==> src/rtl/rf_pkg.sv <==
// rtl/rf_pkg.sv - shared constants, read-source encoding and address-width helper for the register bank
package rf_pkg;

   localparam int RF_WIDTH = 32;
   localparam int RF_DEPTH = 16;
   localparam int RF_NRD   = 2;

   typedef enum logic [1:0] {
      SRC_REG    = 2'd0,
      SRC_ZERO   = 2'd1,
      SRC_BYPASS = 2'd2,
      SRC_OOR    = 2'd3
   } rf_src_e;

   // Address width for a bank of depth >= 2 registers.
   function automatic int rf_addr_w(input int depth);
      return (depth < 2) ? 1 : $clog2(depth);
   endfunction

endpackage

==> src/rtl/rf_read_port.sv <==
// rtl/rf_read_port.sv - one registered read port: select, bypass, zero and out-of-range handling
module rf_read_port
   import rf_pkg::*;
#(
   parameter int WIDTH    = RF_WIDTH,
   parameter int DEPTH    = RF_DEPTH,
   parameter int ADDR_W   = rf_addr_w(RF_DEPTH),
   parameter bit ZERO_REG = 1'b1,
   parameter bit BYPASS   = 1'b1
) (
   input  logic                         clk,
   input  logic                         rst,
   input  logic                         rd_en,
   input  logic [ADDR_W-1:0]            raddr,
   input  logic                         we,
   input  logic [ADDR_W-1:0]            waddr,
   input  logic [WIDTH-1:0]             wdata,
   input  logic [DEPTH-1:0][WIDTH-1:0]  regs,
   output logic [WIDTH-1:0]             rdata,
   output logic                         rvalid,
   output logic                         addr_err
);

   localparam logic [ADDR_W:0] DEPTH_C = (ADDR_W + 1)'(DEPTH);

   rf_src_e          src;
   logic [WIDTH-1:0] reg_word;
   logic [WIDTH-1:0] sel_data;

   // Decoded mux rather than regs[raddr] so non-power-of-two depths never index past the array.
   always_comb begin
      reg_word = '0;
      for (int i = 0; i < DEPTH; i++) begin
         if (raddr == ADDR_W'(i)) begin
            reg_word = regs[i];
         end
      end
   end

   always_comb begin
      if ({1'b0, raddr} >= DEPTH_C) begin
         src = SRC_OOR;
      end else if (ZERO_REG && (raddr == '0)) begin
         src = SRC_ZERO;
      end else if (BYPASS && we && (waddr == raddr)) begin
         src = SRC_BYPASS;
      end else begin
         src = SRC_REG;
      end
   end

   always_comb begin
      sel_data = '0;
      case (src)
         SRC_BYPASS: sel_data = wdata;
         SRC_REG:    sel_data = reg_word;
         default:    sel_data = '0;
      endcase
   end

   always_ff @(posedge clk) begin
      if (rst) begin
         rdata    <= '0;
         rvalid   <= 1'b0;
         addr_err <= 1'b0;
      end else begin
         rvalid   <= rd_en;
         addr_err <= rd_en && (src == SRC_OOR);
         if (rd_en) begin
            rdata <= sel_data;
         end
      end
   end

endmodule

==> src/rtl/regbank_mux_rf.sv <==
// rtl/regbank_mux_rf.sv - register bank with one write port and NRD independent registered read ports
module regbank_mux_rf
   import rf_pkg::*;
#(
   parameter int WIDTH    = RF_WIDTH,
   parameter int DEPTH    = RF_DEPTH,
   parameter int NRD      = RF_NRD,
   parameter int ADDR_W   = rf_addr_w(DEPTH),
   parameter bit ZERO_REG = 1'b1,
   parameter bit BYPASS   = 1'b1
) (
   input  logic                    clk,
   input  logic                    rst,
   input  logic                    we,
   input  logic [ADDR_W-1:0]       waddr,
   input  logic [WIDTH-1:0]        wdata,
   input  logic [NRD-1:0]          rd_en,
   input  logic [NRD*ADDR_W-1:0]   raddr,
   output logic [NRD*WIDTH-1:0]    rdata,
   output logic [NRD-1:0]          rvalid,
   output logic [NRD-1:0]          addr_err
);

   localparam logic [ADDR_W:0] DEPTH_C = (ADDR_W + 1)'(DEPTH);

   logic [DEPTH-1:0][WIDTH-1:0] regs;
   logic                        wr_ok;

   // Out-of-range and zero-register writes are dropped silently.
   assign wr_ok = we && ({1'b0, waddr} < DEPTH_C) && !(ZERO_REG && (waddr == '0));

   always_ff @(posedge clk) begin
      if (rst) begin
         regs <= '0;
      end else begin
         for (int i = 0; i < DEPTH; i++) begin
            if (wr_ok && (waddr == ADDR_W'(i))) begin
               regs[i] <= wdata;
            end
         end
      end
   end

   for (genvar p = 0; p < NRD; p++) begin : g_rd
      rf_read_port #(
         .WIDTH    (WIDTH),
         .DEPTH    (DEPTH),
         .ADDR_W   (ADDR_W),
         .ZERO_REG (ZERO_REG),
         .BYPASS   (BYPASS)
      ) u_port (
         .clk      (clk),
         .rst      (rst),
         .rd_en    (rd_en[p]),
         .raddr    (raddr[p*ADDR_W +: ADDR_W]),
         .we       (we),
         .waddr    (waddr),
         .wdata    (wdata),
         .regs     (regs),
         .rdata    (rdata[p*WIDTH +: WIDTH]),
         .rvalid   (rvalid[p]),
         .addr_err (addr_err[p])
      );
   end

endmodule

==> config.mk <==
export PLATFORM = sky130hd
export DESIGN_NAME = regbank_mux_rf
export DESIGN_NICKNAME = d
export VERILOG_FILES = /design/src/rtl/rf_pkg.sv /design/src/rtl/rf_read_port.sv /design/src/rtl/regbank_mux_rf.sv
export SDC_FILE = /design/constraint.sdc
export NUM_CORES = 2
export LEC_CHECK = 0
export ABC_AREA = 1
export BUFFER_PORTS_ARGS = -buffer_cell sky130_fd_sc_hd__buf_2
export CORE_ASPECT_RATIO = 1.5
export CORE_MARGIN = 2
export CORE_UTILIZATION = 60
export DETAILED_ROUTE_END_ITERATION = 16
export HOLD_SLACK_MARGIN = 0.05
export PLACE_DENSITY = 0.78
export SLEW_MARGIN = 0
export SYNTH_ARGS = -nofsm -noshare
export SYNTH_HDL_FRONTEND = slang
export SYNTH_SLANG_ARGS = --single-unit
==> constraint.sdc <==
create_clock -name clk -period 4.5 [get_ports clk]
set_input_delay 0.225 -clock clk [delete_from_list [all_inputs] [get_ports clk]]
set_output_delay 0.225 -clock clk [all_outputs]
set_load 0.01 [all_outputs]
---- After elaboration in Yosys (flattened, before gate mapping) ----
Index checks and enable logic that the tools add are counted.
storage, ports and cells
  output and inout port bits .............. 68
  flip-flop bits (word level) ............. 580
cells by class
  equal/unequal tests ..................... 51
  reduce and logical (&&, ||, !) cells .... 27
  mux-type cells .......................... 38
operators by type and width
  operator                                                               count
  32-bit 2-to-1 mux                                                      32
  32-bit case mux with 2 select lines                                    2
  4-bit equality test, second input constant                             24
  4-bit by 3-bit equality test with 1-bit output, second input constant  12
  4-bit by 2-bit equality test with 1-bit output, second input constant  6
  1-bit logical AND                                                      21
  4-bit by 1-bit equality test with 1-bit output, second input constant  3
  4-bit zero test                                                        3
  2-bit equality test, second input constant                             4
  4-bit equality test                                                    2
  2-bit 2-to-1 mux                                                       4
  2-bit zero test                                                        2
  1-bit zero test                                                        1

---- Logic depth before layout (Yosys ltp) ----
  depth after elaboration ................. 18
  depth in mapped cells ................... 19
  gate-level depth less buffers ........... 19

---- By module ----
From an unflattened synthesis, not the netlist that was laid out.
second synthesis, totals
  cells, all modules ...................... 4,760
  area total of the unflattened synthesis .. 29,877.4 um2
modules (own cells, without submodules)
  module          cells an instance  times used  seq. area each (um2)  area each (um2)
  regbank_mux_rf  2,406              1           10,249.8              18,554.0
  rf_read_port    1,177              2           680.7                 5,661.7

---- Worst setup path before layout ----
OpenSTA, ideal clock, no wires.
  path type ............................... input-to-reg
  start point ............................. input port waddr[2]
  end point ............................... register g_rd[1].u_port.rdata[10]
  stages .................................. 11
  slack ................................... 2,800 ps
  arrival ................................. 1,568 ps
  required time ........................... 4,368 ps
  cell sequence ........................... clkbuf_1 -> o21ai_0 -> a221oi_1 -> o2111ai_1 -> nand2_1 -> buf_1 -> a21oi_1 -> nand2_1 -> nand2_1 -> nand2_1 -> a21oi_1
on the way
  longest elaborated chain between the ends .. 6
  elaborated cells on any way between the ends .. 7
  those cells by class .................... eq/ne: 2; mux: 3; reduce/logical: 2
RTL lines
  element                                                        RTL line              RTL
  start, declared                                                regbank_mux_rf.sv:15  input logic [ADDR_W-1:0] waddr,
  4-bit equality test (*)                                        rf_read_port.sv:45    end else if (BYPASS && we && (waddr == raddr)) begin
  1-bit logical AND (*)                                          rf_read_port.sv:45
  2-bit 2-to-1 mux (*)                                           rf_read_port.sv:45
  2-bit 2-to-1 mux (*)                                           rf_read_port.sv:43    end else if (ZERO_REG && (raddr == '0)) begin
  2-bit equality test / 2-bit zero test (equally long branches)  rf_read_port.sv:54    case (src)
  32-bit case mux with 2 select lines (*)                        rf_read_port.sv:54
  end signal, assigned                                           rf_read_port.sv:70    rdata <= sel_data;
  end, declared                                                  rf_read_port.sv:19    output logic [WIDTH-1:0] rdata,
Every way passes the cells marked *; elsewhere a longest branch is shown, timed or not.
A chain may end at the register's enable or synchronous reset.

---- Worst setup path in the final report ----
  start point ............................. input port raddr[4]
  end point ............................... register g_rd[1].u_port.rdata[15]
on the way
  longest elaborated chain between the ends .. 18
  elaborated cells on any way between the ends .. 39
  those cells by class .................... eq/ne: 17; mux: 19; reduce/logical: 3
RTL lines
  element                                  RTL line                                RTL
  start, declared                          regbank_mux_rf.sv:18                    input logic [NRD*ADDR_W-1:0] raddr,
  4-bit zero test                          rf_read_port.sv:34, rf_read_port.sv:43
  32-bit 2-to-1 mux (16 in series)         rf_read_port.sv:34                      if (raddr == ADDR_W'(i)) begin
  32-bit case mux with 2 select lines (*)  rf_read_port.sv:54
Marked as above.

==> impl_metrics.ini <==
[status]
status = completed

[drt]
firstDrtPassIters = 6
drc = 0
wl_um = 96530
vias = 29830
routedWlPerCell_um = 19.01
postRouteAntennaNets = 0
drt_iter0_drc = 3920
avgViaCountPerCell = 5.875

[logic_synthesis]
syn_area_per_cell_sq_um = 6.305
ys_seq_elements = 580
ys_types = 26
netlist.area_leader.share = 0.4059
yosysWarnings = 0
yosysTopAreaCell = dfxtp_1
ys_top_cells_by_area = dfxtp_1, nand2_1, a21oi_1
syn_area_sq_mm = 0.02861
yosysSeqAreaShare = 0.4059
postSynthCellCount = 4537

[floorplan]
fp.coreArea_sq_mm = 0.04733
ios = 117
die_y_um = 271.4
die_area_sq_mm = 0.04948
row_count = 98
die_w_um = 182.3
start_util = 0.6044

[power_and_ir_drop]
p_leak_nw = 11.42
powerDensity_mw_per_mm2 = 356.0
peakVddDrop_uv = 314.4

[clock_network]
clock-sinks = 580
clockBufferDepth = 3
cts_tree = built
clockRootBuffer = clkbuf_16
numCtsBuffers = 55
cts_max_level = 2
worstSkewPairLatency_ps = 610
cts.clk_slew.worst_paths_ps = 70

[global_route]
antenna_found_initial = 1
grtUsageTotal = 0.3801
gr-total-overflow = 0
grt_pass1_vias = 27050
grt_max_degree = 145
grt_pass1_wl_um = 149900

[placed_design]
place_area_sq_mm = 0.02919
numPortBuffers = 116
gp_congestion = 0.9741
place_hpwl_um = 61550

[sta]
max_freq_ghz = 0.4076
tns_ps = 0
finalClockSkew_ps = 16.28
hold_viol_final = 0
min_period_over_period = 0.5452
max-slew-margin-rel = 0.1946
period_needed_ps = 2453
drv_slew = 0
rsz0062_at_grt = no
worst_pin_slew_ps = 1207
setup_viol = 0

[min_path]
worstHoldPathType = in -> reg

[final_layout]
nNetsFinal = 4481
fin_area_sq_mm = 0.03111
drive_above_1_share = 0.07306
area_delta_synth_final_pct = 8.752

[run]
drv_cap = 0

[worst_setup_path]
cp-endpoint = g_rd[1].u_port.rdata[15]$_SDFFE_PP0P_
timing.critical_path.from_type = input port
worstSetupPathType = in -> reg
crit_chain = buf_2, inv_2, nand2_1, nor2_2, inv_1, o21ai_0, inv_1, nand4_1, nand2_1, nand3_1, nand2_1, nand3b_1, nand2_1, nand3_1, nand2_1, nand2_1, nand2_1, a21oi_1
r2r.worst_path.cells = 12
cp-startpoint = raddr[4]
crit_arrival_ps = 2980
max_stage_delay_ps = 990
endpoint_kind = flop
critPathRequiredTime_ps = 5020
cpMostUsedCell = nand2_1
r2r_setup_slack_ps = 2570
rr_endpoint = g_rd[1].u_port.rdata[12]$_SDFFE_PP0P_
crit_fanout = 18
slowest_stage = nor2_2
r2r-start = regs[12]$_SDFFE_PP0P_
-- flip-flops by register name (all words and copies together) (netlist names) --
register / cells
regs: 512
g_rd.u_port.addr_err: 2
g_rd.u_port.rvalid: 2
g_rd.u_port.rdata: 64
-- critical path: cells and delay by family --
kind                   cells  cell delay [ps]
AOI/OAI and AO/OA          2              310
buffers and inverters      4              530
and+or+nand+nor           12             1900
-- layout by cell type (no fill, tap or decap), types with 5 or more instances in the layout --
cell type	count
nor2_2	28
inv_2	20
inv_1	307
nand2_1	1635
clkinv_1	5
clkbuf_8	10
dfxtp_1	580
nand4_1	162
buf_2	115
buf_4	63
clkbuf_16	57
nand3_1	127
a211oi_1	206
bufinv_16	6
o21ai_0	32
clkinv_2	13
a21oi_1	495
nor2_1	566
clkbuf_1	13
nor2_4	6
-- cell usage after synthesis --
master,count
inv_2,19
nand2_2,1
clkinv_1,4
xor2_1,1
o21ai_0,32
nor2_2,8
nand3_1,127
buf_2,36
o21ai_1,5
nand4_1,162
o22ai_1,1
conb_1,1
nand2_1,1636
nor2_4,2
inv_1,309
a221oi_1,1
clkbuf_1,288
nand3b_1,2
buf_4,6
a211oi_1,206
a21oi_1,495
nor3_1,4
o2111ai_1,2
buf_1,19
dfxtp_1,580
nor2_1,590
-- where the power goes --
| group | switching (W) | internal (W) |
|---|---|---|
| Sequential | 0.0000524 | 0.00523 |
| Clock | 0.00209 | 0.00282 |
| Combinational | 0.000671 | 0.000211 |
-- stage by stage --
step                      utilization  setup WS (ps)  total power, W  instances  hold WS [ps]
after floorplan                     -           2800        0.005943       4538         416.3
after global placement         0.6168           1665        0.006230       4971         424.9
after detailed placement       0.6168           1642        0.006237       4971         425.6
after CTS                      0.6573           2263         0.01105       5076         50.55
after global routing           0.6573           1971         0.01135       5077         70.85
final                          0.6573           2047         0.01108       5077         67.94
-- worst min-delay path by stage --
stage | startpoint | to | slack, ps | cells past startpoint
6_report | wdata[29] | regs[221]$_SDFFE_PP0P_ | 70 | 3
5_1_grt | wdata[25] | regs[217]$_SDFFE_PP0P_ | 70 | 3
4_1_cts | wdata[0] | regs[448]$_SDFFE_PP0P_ | 50 | 3
3_5_place_dp | regs[13]$_SDFFE_PP0P_ | regs[13]$_SDFFE_PP0P_ | 430 | 2
3_3_place_gp | regs[11]$_SDFFE_PP0P_ | regs[11]$_SDFFE_PP0P_ | 420 | 2
2_1_floorplan | regs[20]$_SDFFE_PP0P_ | regs[20]$_SDFFE_PP0P_ | 420 | 2
-- area by class of cell --
cell class	count	area, sq um
well taps	600	750.7
inverters	332	1246
repair buffers	186	1164
clock inverters	21	261.5
fillers	4369	16220
flip-flops and latches	580	11610
clock buffers	80	1613
diodes	1	2.502
multi-input cells	3277	14460
-- metal layers --
metal,vias up,share of wire,GRT usage
met1,13360,0.39,0.5021
met3,347,0.11,0.06252
met2,1847,0.45,0.6035
met4,0,0.050,0.1897
met5,-,0,0
li1,14280,-,-
-- logic make-up (layout without fill, tap and decap cells) --
kind of cell,Yosys count,in the layout,synth area share
AND/OR/NAND/NOR,2532,2532,0.3537
flip-flops,580,580,0.4059
AO/OA/AOI/OAI,742,742,0.1483
other,1,3,0.0001311
buffers and inverters,681,619,0.09172
XOR/XNOR,1,1,0.0003062
-- repair_timing --
item                                   4_1_cts  5_1_grt
gates resized for setup                      0        0
setup buffers                                0        0
hold buffers                                 4        0
endpoints found under the hold margin       21        0
Power figures use the tool's default switching activity.
